<file path="config.mk">
export PLATFORM = sky130hd
export DESIGN_NAME = latrsnq_notifier_gen
export DESIGN_NICKNAME = d
export VERILOG_FILES = /design/src/rtl/latrsnq_notifier_gen.sv
export SDC_FILE = /design/constraint.sdc
export NUM_CORES = 1
export LEC_CHECK = 0
export BUFFER_PORTS_ARGS = -buffer_cell sky130_fd_sc_hd__buf_2
export CAP_MARGIN = 30
export CORE_MARGIN = 10
export CORE_UTILIZATION = 53
export DETAILED_ROUTE_END_ITERATION = 10
export PLACE_DENSITY = 0.75
export SYNTH_ARGS = -nofsm -noshare
export SYNTH_HDL_FRONTEND = slang
export SYNTH_SLANG_ARGS = --single-unit
</file>
<file path="constraint.sdc">
create_clock -name CLK -period 2.43 [get_ports CLK]
set_clock_uncertainty 0.2 [all_clocks]
set_input_delay 0.243 -clock CLK [delete_from_list [all_inputs] [get_ports CLK]]
set_output_delay 0.243 -clock CLK [all_outputs]
set_load 0.01 [all_outputs]
</file>
<file path="src/rtl/latrsnq_notifier_gen.sv">
// Timing-check monitor that toggles the notifier of a latrsnq latch model on setup, pulse-width,
// recovery and RN/SETN both-low violations. Define LATRSNQ_NOTIFIER_CNT_EN to build VIOL_CNT.
module latrsnq_notifier_gen #(
    parameter int SETUP_CYC = 2,
    parameter int PW_CYC    = 3,
    parameter int REC_CYC   = 2,
    parameter int CNT_W     = 4
) (
    input  logic             CLK,
    input  logic             RN,
    input  logic             MON_E,
    input  logic             MON_D,
    input  logic             MON_RN,
    input  logic             MON_SETN,
    input  logic             CHK_EN,
    output logic             notifier,
    output logic             VIOL,
    output logic [3:0]       VIOL_FLAGS,
    output logic [CNT_W-1:0] VIOL_CNT
);
    typedef enum logic [1:0] {ST_INIT, ST_CLOSED, ST_OPEN} state_t;

    localparam logic [CNT_W-1:0] CNT_MAX  = {CNT_W{1'b1}};
    localparam logic [CNT_W-1:0] CNT_ONE  = CNT_W'(1);
    localparam logic [CNT_W-1:0] SETUP_TH = CNT_W'(SETUP_CYC);
    localparam logic [CNT_W-1:0] PW_TH    = CNT_W'(PW_CYC);
    localparam logic [CNT_W-1:0] REC_TH   = CNT_W'(REC_CYC);

    state_t           r_state;
    logic             r_prev_e;
    logic             r_prev_d;
    logic             r_prev_rn;
    logic             r_prev_setn;
    logic [CNT_W-1:0] r_d_age;
    logic [CNT_W-1:0] r_rel_age;
    logic [CNT_W-1:0] r_e_hi;

    logic             w_edge_det;
    logic             w_d_chg;
    logic             w_rel;
    logic             w_close;
    logic             w_report;
    logic [3:0]       w_flags;
    logic [CNT_W-1:0] w_d_age_nxt;
    logic [CNT_W-1:0] w_rel_age_nxt;
    logic [CNT_W-1:0] w_e_hi_nxt;

    // The first edge after reset only captures history; no change or release is inferred from it.
    always_comb begin
        w_edge_det = (r_state != ST_INIT);
        w_d_chg    = w_edge_det && (MON_D != r_prev_d);
        w_rel      = w_edge_det && ((MON_RN && !r_prev_rn) || (MON_SETN && !r_prev_setn));
        w_close    = (r_state == ST_OPEN) && r_prev_e && !MON_E;

        w_flags    = 4'b0000;
        w_flags[0] = w_close && ((r_d_age < SETUP_TH) || w_d_chg);
        w_flags[1] = w_close && (r_e_hi < PW_TH);
        w_flags[2] = w_close && ((r_rel_age < REC_TH) || w_rel);
        w_flags[3] = w_edge_det && !MON_RN && !MON_SETN && (r_prev_rn || r_prev_setn);
        w_report   = CHK_EN && (w_flags != 4'b0000);

        w_d_age_nxt   = w_d_chg ? '0 : ((r_d_age == CNT_MAX) ? CNT_MAX : r_d_age + CNT_ONE);
        w_rel_age_nxt = w_rel ? '0 : ((r_rel_age == CNT_MAX) ? CNT_MAX : r_rel_age + CNT_ONE);
        w_e_hi_nxt    = !MON_E ? '0 : ((r_e_hi == CNT_MAX) ? CNT_MAX : r_e_hi + CNT_ONE);
    end

    always_ff @(posedge CLK or negedge RN) begin
        if (!RN) begin
            r_state     <= ST_INIT;
            r_prev_e    <= 1'b0;
            r_prev_d    <= 1'b0;
            r_prev_rn   <= 1'b0;
            r_prev_setn <= 1'b0;
            r_d_age     <= CNT_MAX;
            r_rel_age   <= CNT_MAX;
            r_e_hi      <= '0;
            notifier    <= 1'b0;
            VIOL        <= 1'b0;
            VIOL_FLAGS  <= 4'b0000;
        end else begin
            r_prev_e    <= MON_E;
            r_prev_d    <= MON_D;
            r_prev_rn   <= MON_RN;
            r_prev_setn <= MON_SETN;
            r_d_age     <= w_d_age_nxt;
            r_rel_age   <= w_rel_age_nxt;
            r_e_hi      <= w_e_hi_nxt;

            case (r_state)
                ST_INIT:   r_state <= MON_E ? ST_OPEN : ST_CLOSED;
                ST_CLOSED: if (MON_E) r_state <= ST_OPEN;
                ST_OPEN:   if (!MON_E) r_state <= ST_CLOSED;
                default:   r_state <= ST_INIT;
            endcase

            VIOL <= w_report;
            if (w_report) begin
                notifier   <= ~notifier;
                VIOL_FLAGS <= w_flags;
            end
        end
    end

`ifdef LATRSNQ_NOTIFIER_CNT_EN
    logic [CNT_W-1:0] r_viol_cnt;

    always_ff @(posedge CLK or negedge RN) begin
        if (!RN) begin
            r_viol_cnt <= '0;
        end else if (w_report && (r_viol_cnt != CNT_MAX)) begin
            r_viol_cnt <= r_viol_cnt + CNT_ONE;
        end
    end

    assign VIOL_CNT = r_viol_cnt;
`else
    assign VIOL_CNT = '0;
`endif

endmodule

</file>
==> flow_metrics.env <==
export IMPL_cts_root_buffer_cell="sky130_fd_sc_hd__clkbuf_4"
export IMPL_layout_min_cycle_time_ns=1.99
export IMPL_power_share_switching_pct=32.2
export IMPL_grt_start_max_net_pins=25
export IMPL_syn_area_mm2=0.00109
export IMPL_synthArstFlopShare_pct=100
export IMPL_drt_total_wl_mm=1.91
export IMPL_wire_length_of_the_first_global_routing_pass_mm=3.24
export IMPL_final_slew_violations=0
export IMPL_num_vias=806
export IMPL_worstReg2RegStart="r_e_hi[0]"
export IMPL_tritoncts="yes"
export IMPL_complex_gate_fraction_of_the_synthesized_area_pct=16.6
export IMPL_postSynthRegisterBits=24
export IMPL_synth_sequential_area_ratio_pct=56.2
export IMPL_cell_with_the_most_instances_after_synthesis="sky130_fd_sc_hd__dfrtp_1"
export IMPL_cts_max_path_buffers=2
export IMPL_flow_area_growth_from_synthesis_pct=13.6
export IMPL_post_synth_top_area_cell="sky130_fd_sc_hd__dfrtp_1"
export IMPL_floorplan_core_area_mm2=0.00196
export IMPL_post_synthesis_share_of_cell_area_spent_on_full_adders_half_adders_and_majority_gates_pct=3.45
export IMPL_grt_antenna_before_repair=0
export IMPL_cts_hold_repair_buffers=5
export IMPL_crit_fanout=5
export IMPL_drt_wirelength_per_cell_um=12.8
export IMPL_cts_buffers_inserted=3
export IMPL_detail_route_first_pass_iterations=4
export IMPL_startpoint="MON_D"
export IMPL_proportion_of_power_drawn_by_the_clock_network_pct=16.1
export IMPL_clock_sinks=24
export IMPL_ys_warnings_count=0
export IMPL_synthFlopType="sky130_fd_sc_hd__dfrtp_1"
export IMPL_dpl_hpwl_mm=1.49
export IMPL_sequentialPowerShare_pct=59.1
export IMPL_synth_edff_count=0
export IMPL_reg2regPathDepth=5
export IMPL_cts_clk_slew_worst_paths_ns=0.12
export IMPL_timing_critical_path_arrival_ns=2.01
export IMPL_final_core_util_pct=62.9
export IMPL_placed_cells=141
export IMPL_cp_data_required_time_ns=2.45
export IMPL_antenna_violating_nets_post_route=0
export IMPL_cts_repair_resize_count=0
export IMPL_synth_distinct_cells=32
export IMPL_timing_final_hold_violations=0
export IMPL_slew_limit_headroom_pct=66.7
export IMPL_ys_top_cells_by_count="sky130_fd_sc_hd__dfrtp_1, sky130_fd_sc_hd__a21oi_1, sky130_fd_sc_hd__dfstp_2"
export IMPL_finalSetupViolations=0
export IMPL_pwr_share_comb_pct=24.8
export IMPL_status="complete, no violations"
export IMPL_cts_repair_timing_setup_buffer_count=0
export IMPL_unrepaired_setup_endpoints_after_global_routing="false"
export IMPL_io_buffers=12
export IMPL_grt_overflow=0
export IMPL_synth_xor_xnor_area_share_pct=0.806
export IMPL_endpoint_kind="flop"
export IMPL_via_per_inst=5.41
export IMPL_timing_critical_path_cells="dlygate4sd3_1 > buf_2 > xor2_1 > a211o_1 > or4_1 > o2111ai_1"
export IMPL_power_density_mw_per_mm2=815
export IMPL_insertedDiodeCount=0
export IMPL_cp_endpoint="notifier"
export IMPL_initial_utilization_pct=55.4
export IMPL_largest_stage_delay_on_the_critical_path_ns=0.53
export IMPL_synth_simple_area_share_pct=17.5
export IMPL_critical_path_reg2reg_endpoint="notifier"
export IMPL_worstSetupStartpointType="input port"
export IMPL_timing_hold_worst_class="input port to flop"
export IMPL_fillers=171
export IMPL_path_type_of_the_worst_setup_path="input port to flop"
export IMPL_switching_power_of_the_nets_mw=0.324
export IMPL_fin_tns_setup_ns=0
export IMPL_power_leakage_nw=0.551
export IMPL_max_cap_violations=0
export IMPL_yosys_mux_area_fraction_pct=0
export IMPL_area_share_of_the_leading_cell_type_in_the_synthesized_netlist_pct=36.8
export IMPL_boundaryPins=17
export IMPL_num_nets_final=134
export IMPL_layout_drive_gt1_share_pct=24.6
export IMPL_final_cell_count_no_fill=149
export IMPL_clkLatencyLatePin_ns=0.30
export IMPL_period_share_pct=81.9
export IMPL_dieHeight_um=65.3
export IMPL_core_rowCount=16
export IMPL_worst_slew_pin_transition_ns=0.500
export IMPL_ir_worst_vdd_mv=0.436
export IMPL_gp_congestion=0.762
export IMPL_multi_input_comb_area_um2=432
export IMPL_first_global_vias=763
export IMPL_fp_dieW_um=65.3
export IMPL_maxClockFrequency_mhz=503
export IMPL_synth_top_family_by_area="simple AND/OR/NAND/NOR gates"
export IMPL_initial_drc_count=37
export IMPL_avgSynthCellArea_um2=10.6
export IMPL_synthesis_instances=103
export IMPL_die_area_mm2=0.00426
export IMPL_grt_use_total_pct=9.33
export IMPL_p_int_mw=0.683
export IMPL_r2r_slack_ns=0.52
export IMPL_post_route_drc_count=0
export IMPL_netlist_top_cells_area="sky130_fd_sc_hd__dfrtp_1, sky130_fd_sc_hd__dfstp_2, sky130_fd_sc_hd__a21oi_1"
export IMPL_area_sequential_um2=611
export IMPL_worst_hold_path_num_cells=3
export IMPL_worst_path_cell_with_the_longest_stage_delay="sky130_fd_sc_hd__dlygate4sd3_1"
export IMPL_cts_htree_levels=1
## through the flow
stage	area (um^2)	worst slack (ns)	power, mW	hold WS [ns]
floorplan	1100	0.658	0.762	-0.253
global route	1230	0.366	1.08	0.194
CTS	1230	0.438	1.02	0.158
global placement	1160	0.625	0.830	0.0327
detailed placement	1160	0.548	0.849	0.0383
finish	1230	0.441	1.01	0.165
## metal layers
layer | vias to the layer above | track usage [%] | routed length [um]
met5 | - | 0 | 0
met4 | 0 | 4.81 | 27
met3 | 4 | 3.56 | 130
met2 | 19 | 14.0 | 828
met1 | 381 | 11.3 | 923
li1 | 402 | - | -
## cell usage in the layout (no fill, tap or decap), drive strengths merged, types with 2 or more instances in the layout
cell         count
dfrtp           16
a31oi            3
inv              7
buf             12
ha               3
or2              2
and2             2
a21oi            8
nor3             7
nor2             7
o21ai            6
a211oi           2
dfstp            8
conb             4
dlygate4sd3      5
nand3            6
clkbuf           3
nand2            5
nand2b           2
## registers in the layout, summed over array words and instances, names as in the netlist
| name | flops |
|---|---|
| r_prev_rn | 1 |
| r_prev_setn | 1 |
| r_d_age | 4 |
| r_prev_d | 1 |
| r_rel_age | 4 |
| r_prev_e | 1 |
| VIOL | 1 |
| r_e_hi | 4 |
| r_state | 2 |
| VIOL_FLAGS | 4 |
| notifier | 1 |
## kinds of logic after synthesis
kind of cell / Yosys count
other: 1
flip-flops: 24
buffers and inverters: 11
XOR/XNOR: 1
AND/OR/NAND/NOR: 36
adder cells (fa/ha/maj): 3
AO/OA/AOI/OAI: 27
## area by class of cell
cell class,count,share of cell area (%)
Inverter,7,2.13
Sequential cell,24,49.4
Timing Repair Buffer,17,8.92
Clock buffer,3,1.82
Tap cell,27,2.74
Multi-Input combinational cell,71,35.0
## worst max-delay path, delay by kind of cell
kind	cells	cell delay [ns]
simple gates	1	0.50
compound gates	2	0.45
xor+xnor	1	0.15
buf+inv	2	0.66
## how the worst min path moves through the flow
| stage | start | endpoint |
|---|---|---|
| 3_5_place_dp | RN | VIOL_FLAGS[3] |
| 6_report | CHK_EN | VIOL |
| 5_1_grt | CHK_EN | VIOL |
| 3_3_place_gp | RN | r_prev_d |
| 4_1_cts | CHK_EN | VIOL |
| 2_1_floorplan | RN | VIOL |
## power groups by stage
stage               logic, mW  registers [mW]  clock network, mW
floorplan               0.163           0.598                  0
global placement        0.237           0.593                  0
detailed placement      0.247           0.603                  0
CTS                     0.254           0.594              0.172
global route            0.288           0.606              0.182
finish                  0.249           0.595              0.162
Power figures use the tool's default switching activity.
